### src/rtl/addsub_arbiter.sv
// ---------------------------------------------------------------------------
// addsub_arbiter.sv
//
// Round-robin arbiter and sequencer that shares a single 16-bit
// adder/subtractor (SixTeenBitAddSub) among up to four requesters.
// One command is in flight at a time: it is accepted in IDLE, its operands
// are registered, the shared adder runs in EXEC, and the result is presented
// in RESP until the consumer takes it.
//
// Files contents:
//   SixTeenBitAddSub - ripple-carry 16-bit add/sub with carry and overflow
//   addsub_arbiter   - top: arbiter, FSM, response registers, ovf counter
// ---------------------------------------------------------------------------

// ---------------------------------------------------------------------------
// SixTeenBitAddSub
//   Two's-complement 16-bit adder/subtractor. Subtraction is A + ~B + 1, so
//   carry means "no borrow" when mode = 1.
//
// Ports:
//   inputA   in  16  operand A
//   inputB   in  16  operand B
//   mode     in   1  0 = A+B, 1 = A-B
//   sum      out 16  result modulo 2^16
//   carry    out  1  carry out of bit 15
//   overflow out  1  signed overflow (carry into bit 15 XOR carry out)
// ---------------------------------------------------------------------------
module SixTeenBitAddSub (
    input  logic [15:0] inputA,
    input  logic [15:0] inputB,
    input  logic        mode,
    output logic [15:0] sum,
    output logic        carry,
    output logic        overflow
);

    logic [15:0] b_eff;
    logic [16:0] c;

    assign b_eff = inputB ^ {16{mode}};

    always_comb begin
        c    = '0;
        sum  = '0;
        c[0] = mode;
        for (int unsigned i = 0; i < 16; i++) begin
            sum[i]   = inputA[i] ^ b_eff[i] ^ c[i];
            c[i + 1] = (inputA[i] & b_eff[i]) | ((inputA[i] ^ b_eff[i]) & c[i]);
        end
    end

    assign carry    = c[16];
    assign overflow = c[16] ^ c[15];

endmodule

// ---------------------------------------------------------------------------
// addsub_arbiter
//
// Parameters:
//   NREQ  number of requesters (2..4)
//   CNTW  width of the saturating overflow counter
//
// Ports:
//   clk        in   1          rising-edge clock
//   rst_n      in   1          asynchronous active-low reset
//   req_valid  in   NREQ       per-requester command valid
//   req_ready  out  NREQ       per-requester accept, one-hot or zero
//   req_a      in   16*NREQ    operand A, requester i at [16i+15:16i]
//   req_b      in   16*NREQ    operand B, same packing
//   req_mode   in   NREQ       0 = A+B, 1 = A-B
//   rsp_valid  out  1          response valid
//   rsp_ready  in   1          response consumer ready
//   rsp_id     out  2          requester index of the response
//   rsp_sum    out  16         adder sum
//   rsp_carry  out  1          adder carry-out
//   rsp_ovf    out  1          signed overflow
//   busy       out  1          high in EXEC or RESP
//   ovf_cnt    out  CNTW       saturating count of overflowing responses
// ---------------------------------------------------------------------------
module addsub_arbiter #(
    parameter int unsigned NREQ = 4,
    parameter int unsigned CNTW = 8
) (
    input  logic                 clk,
    input  logic                 rst_n,
    input  logic [NREQ-1:0]      req_valid,
    output logic [NREQ-1:0]      req_ready,
    input  logic [16*NREQ-1:0]   req_a,
    input  logic [16*NREQ-1:0]   req_b,
    input  logic [NREQ-1:0]      req_mode,
    output logic                 rsp_valid,
    input  logic                 rsp_ready,
    output logic [1:0]           rsp_id,
    output logic [15:0]          rsp_sum,
    output logic                 rsp_carry,
    output logic                 rsp_ovf,
    output logic                 busy,
    output logic [CNTW-1:0]      ovf_cnt
);

    typedef enum logic [1:0] {
        IDLE = 2'd0,
        EXEC = 2'd1,
        RESP = 2'd2
    } state_t;

    state_t      state;
    logic [1:0]  rr_ptr;

    // operand registers feeding the shared adder
    logic [15:0] op_a;
    logic [15:0] op_b;
    logic        op_mode;
    logic [1:0]  op_id;

    // arbitration results
    logic [3:0]  valid4;
    logic        grant_vld;
    logic [1:0]  winner;
    logic [2:0]  scan_idx;
    logic [2:0]  ptr_inc;
    logic [1:0]  ptr_next;
    logic [3:0]  ready4;

    // selected operands of the winner
    logic [15:0] sel_a;
    logic [15:0] sel_b;
    logic        sel_mode;

    // shared adder outputs
    logic [15:0] add_sum;
    logic        add_carry;
    logic        add_ovf;

    assign valid4 = 4'(req_valid);

    // Scan from rr_ptr upward, wrapping modulo NREQ; first valid bit wins.
    always_comb begin
        grant_vld = 1'b0;
        winner    = '0;
        scan_idx  = '0;
        for (int unsigned k = 0; k < NREQ; k++) begin
            scan_idx = {1'b0, rr_ptr} + 3'(k);
            if (scan_idx >= 3'(NREQ)) begin
                scan_idx = scan_idx - 3'(NREQ);
            end
            if (!grant_vld && valid4[scan_idx[1:0]]) begin
                grant_vld = 1'b1;
                winner    = scan_idx[1:0];
            end
        end
    end

    always_comb begin
        ptr_inc  = {1'b0, winner} + 3'd1;
        ptr_next = (ptr_inc >= 3'(NREQ)) ? 2'd0 : ptr_inc[1:0];
    end

    // Ready is combinational in IDLE; gated by rst_n so it reads zero while
    // reset is held even though the state register already sits in IDLE.
    always_comb begin
        ready4 = '0;
        if (rst_n && (state == IDLE) && grant_vld) begin
            ready4[winner] = 1'b1;
        end
    end

    assign req_ready = ready4[NREQ-1:0];

    always_comb begin
        sel_a    = '0;
        sel_b    = '0;
        sel_mode = 1'b0;
        for (int unsigned i = 0; i < NREQ; i++) begin
            if (winner == 2'(i)) begin
                sel_a    = req_a[16*i +: 16];
                sel_b    = req_b[16*i +: 16];
                sel_mode = req_mode[i];
            end
        end
    end

    SixTeenBitAddSub u_addsub (
        .inputA   (op_a),
        .inputB   (op_b),
        .mode     (op_mode),
        .sum      (add_sum),
        .carry    (add_carry),
        .overflow (add_ovf)
    );

    always_ff @(posedge clk or negedge rst_n) begin
        if (!rst_n) begin
            state     <= IDLE;
            rr_ptr    <= '0;
            op_a      <= '0;
            op_b      <= '0;
            op_mode   <= 1'b0;
            op_id     <= '0;
            rsp_valid <= 1'b0;
            rsp_id    <= '0;
            rsp_sum   <= '0;
            rsp_carry <= 1'b0;
            rsp_ovf   <= 1'b0;
            busy      <= 1'b0;
            ovf_cnt   <= '0;
        end else begin
            case (state)
                IDLE: begin
                    if (grant_vld) begin
                        op_a    <= sel_a;
                        op_b    <= sel_b;
                        op_mode <= sel_mode;
                        op_id   <= winner;
                        rr_ptr  <= ptr_next;
                        busy    <= 1'b1;
                        state   <= EXEC;
                    end
                end
                EXEC: begin
                    rsp_sum   <= add_sum;
                    rsp_carry <= add_carry;
                    rsp_ovf   <= add_ovf;
                    rsp_id    <= op_id;
                    rsp_valid <= 1'b1;
                    state     <= RESP;
                    if (add_ovf && (ovf_cnt != '1)) begin
                        ovf_cnt <= ovf_cnt + CNTW'(1);
                    end
                end
                RESP: begin
                    if (rsp_ready) begin
                        rsp_valid <= 1'b0;
                        busy      <= 1'b0;
                        state     <= IDLE;
                    end
                end
                default: begin
                    rsp_valid <= 1'b0;
                    busy      <= 1'b0;
                    state     <= IDLE;
                end
            endcase
        end
    end

endmodule

### config.mk
export PLATFORM = sky130hd
export DESIGN_NAME = addsub_arbiter
export DESIGN_NICKNAME = d
export VERILOG_FILES = /design/src/rtl/addsub_arbiter.sv
export SDC_FILE = /design/constraint.sdc
export NUM_CORES = 1
export LEC_CHECK = 0
export BUFFER_PORTS_ARGS = -buffer_cell sky130_fd_sc_hd__buf_2
export CAP_MARGIN = 20
export CORE_UTILIZATION = 29
export DETAILED_ROUTE_END_ITERATION = 10
export GPL_ROUTABILITY_DRIVEN = 0
export GPL_TIMING_DRIVEN = 1
export SLEW_MARGIN = 10
export SYNTH_ARGS = -nofsm -noshare
export SYNTH_HDL_FRONTEND = slang
export SYNTH_SLANG_ARGS = --single-unit
### constraint.sdc
create_clock -name clk -period 6.8 [get_ports clk]
set_input_delay 0.34 -clock clk [delete_from_list [all_inputs] [get_ports clk]]
set_output_delay 0.34 -clock clk [all_outputs]
set_load 0.02 [all_outputs]
==> results.py <==
metrics = {
    "global_routing": {
        "grt_pass1_vias": 4087,
        "antenna_found_initial": 0,
        "gr-total-overflow": 0,
        "grt_max_degree": 74,
        "grt_usage": 0.165,
        "grt_pass1_wl_um": 20500,
    },
    "floorplan": {
        "io_pins": 173,
        "die_area_um2": 15400,
        "fp.coreArea_um2": 14500,
        "rows": 44,
        "die_h_um": 124,
        "start_util": 0.298,
        "dieWidth_um": 124,
    },
    "placement": {
        "dp.cells": 826,
        "dp_slack_ns": -0.110,
        "hpwl_um": 9200,
        "port_buffers": 172,
    },
    "routing": {
        "drt-vias-per-instance": 4.81,
        "avgRoutedWirePerCell_um": 14.7,
        "drt.antenna.violating_nets": 0,
        "drc_errors": 0,
        "wirelength_um": 12400,
        "first_iter_violations": 234,
        "dr.pass1.iters": 6,
        "via_count": 4059,
    },
    "critical_path": {
        "required_ns": 7.02,
        "worstSetupStartpointType": "register",
        "worstSetupEndpoint": "ovf_cnt[1]",
        "rr_startpoint": "op_mode",
        "regToRegEndpoint": "ovf_cnt[1]",
        "worstSetupStartpoint": "op_mode",
        "path_max_fanout": 3,
        "crit_arrival_ns": 6.83,
        "critical_path_class": "register to register",
        "cp-end-kind": "register",
        "rr_worst_depth": 22,
        "rrSetupSlack_ns": 0.19,
    },
    "clocking": {
        "clockBufferDepth": 2,
        "insertion_delay_ns": 0.33,
        "cts_buffers": 9,
        "clock_sinks": 69,
        "htree_levels": 3,
        "cts-root-buf": "clkbuf_16",
        "tritoncts": "yes",
        "clk_pin_slew_ns": 0.06,
    },
    "layout": {
        "final_layout_size_suffix_gt1_frac": 0.361,
        "diodes": 0,
        "n_fill_cell": 1494,
        "area_growth_pct": 32.1,
        "final_common_cell": "buf_2",
        "nNetsFinal": 814,
        "final_cells": 844,
        "final_cell_mix": "buf_2 (171), a21oi_1 (73), dfrtp_1 (69)",
    },
    "synth": {
        "synth_fp_nets": 659,
        "avgSynthCellArea_um2": 8.67,
        "synth-seq-cells": 69,
        "postSynthCellCount": 500,
        "syn_area_um2": 4340,
        "ys_seq_area_frac": 0.398,
        "ys_warn_count": 0,
        "synth_cell_types": 34,
    },
    "sta": {
        "period_share": 0.972,
        "worst-slew-pin-transition_ns": 0.918,
        "hold_ws_ns": 0.141,
        "setup_slack_ns": 0.191,
        "setup_viol": 0,
        "maxSlewViolCount": 0,
        "hold_viol": 0,
        "fmax_mhz": 151,
        "fin_skew_ns": 0.00693,
        "slew_headroom": 0.388,
        "finalCriticalPeriod_ns": 6.61,
        "rsz0062_at_grt": "yes",
    },
    "power_and_ir_drop": {
        "ir_worst_vdd_mv": 0.168,
        "p_leak_uw": 0.00275,
        "p_per_area_nw_per_um2": 550,
    },
    "hold_path": {
        "hold_path_class": "primary input to asynchronous set/reset pin",
    },
    "run_status": {
        "outcome": "finished clean",
    },
    "flow_run": {
        "drv_cap": 0,
    },
}
final cells by class:
cell class / instances / area [µm²] / share of cell area
Sequential cell: 69 / 1730 / 0.301
Tap cell: 184 / 230 / 0.0402
Timing Repair Buffer: 183 / 958 / 0.167
Clock buffer: 9 / 225 / 0.0393
Inverter: 51 / 191 / 0.0334
Multi-Input combinational cell: 341 / 2300 / 0.401
Clock inverter: 7 / 98.8 / 0.0173
timing repair:
| action | in CTS | in global routing |
|---|---|---|
| buffers inserted | 0 | 1 |
| cloned | 0 | 0 |
| pin swaps | 2 | 4 |
| setup endpoints to repair | 7 | 8 |
| resized for setup | 4 | 9 |
| hold buffers | 0 | 0 |
report_power, final:
part           switching (µW)  leakage [µW]  internal [µW]
Sequential                137      0.000822            624
Clock                     185      0.000156            323
Combinational            1080       0.00177            804
through the flow:
| step | power (µW) | TNS (ns) | util | cell area (µm²) |
|---|---|---|---|---|
| 6_report | 3150 | 0 | 0.394 | 5730 |
| 3_5_place_dp | 2570 | -0.399 | 0.367 | 5330 |
| 5_1_grt | 3460 | -0.109 | 0.394 | 5730 |
| 3_3_place_gp | 2510 | 0 | 0.367 | 5330 |
| 4_1_cts | 3100 | 0 | 0.390 | 5670 |
| 2_1_floorplan | 2060 | 0 | - | 4380 |
state kept, by name (all words and copies together), names as in the netlist:
name and flops:
state 2, rsp_sum 16, op_b 16, ovf_cnt 8, rsp_carry 1, op_a 16
rr_ptr 2, op_id 2, rsp_ovf 1, rsp_id 2, busy 1, op_mode 1
rsp_valid 1
layer usage:
| metal | up-vias | wire length, µm | track usage |
|---|---|---|---|
| met3 | 12 | 670 | 0.0331 |
| met2 | 134 | 5600 | 0.261 |
| met1 | 1893 | 6050 | 0.230 |
| li1 | 2020 | - | - |
| met5 | - | 0 | 0 |
| met4 | 0 | 111 | 0.0390 |
worst min-delay path by stage:
stage,cells past startpoint,slack [ns],endpoint
2_1_floorplan,0,0.04,busy
5_1_grt,1,0.21,ovf_cnt[5]
3_5_place_dp,2,0.47,rsp_sum[3]
6_report,1,0.14,ovf_cnt[5]
3_3_place_gp,2,0.46,rsp_sum[0]
4_1_cts,1,0.18,ovf_cnt[5]
kinds of logic after synthesis:
logic type | Yosys count | share of synthesized area
xor gates and xnor gates | 20 | 0.0404
muxes | 13 | 0.0349
and+or+nand+nor | 118 | 0.114
adders and majority gates | 20 | 0.0837
buffers and inverters | 90 | 0.0909
AOI/OAI and AO/OA | 170 | 0.238
DFF | 69 | 0.398
synthesized netlist by cell type (all sizes together):
cell	n	area [µm²]
o21a	2	15.0
nand2	57	214
nand2b	3	18.8
a21oi	73	365
clkbuf	19	71.3
mux2	11	131
nor2	44	165
xnor2	18	158
a21o	1	7.51
xor2	2	17.5
nand3	5	25.0
a31oi	5	31.3
nand4	1	6.26
dfrtp	69	1730
fa	15	300
a211oi	2	15.0
a221o	1	10.0
nor2b	2	12.5
o21ai	47	235
mux2i	2	20.0
inv	51	191
ha	5	62.6
o31ai	1	7.51
a211o	5	43.8
a221oi	33	302
buf	20	131
and3	4	25.0
nor3b	2	26.3
worst max-delay path, stage by stage, from the launching register on:
cell	delay [ns]
dfrtp_1	0.42
xnor2_2	0.16
fa_2	0.36
fa_2	0.35
fa_2	0.35
fa_2	0.35
fa_2	0.35
fa_2	0.35
fa_2	0.35
fa_2	0.34
fa_2	0.35
fa_2	0.36
fa_2	0.36
fa_2	0.35
fa_2	0.34
inv_2	0.06
fa_2	0.21
fa_2	0.28
xnor2_4	0.15
buf_4	0.14
nor2_2	0.04
o21ai_2	0.09
mux2_2	0.35
(Power assumes the default switching activity.)
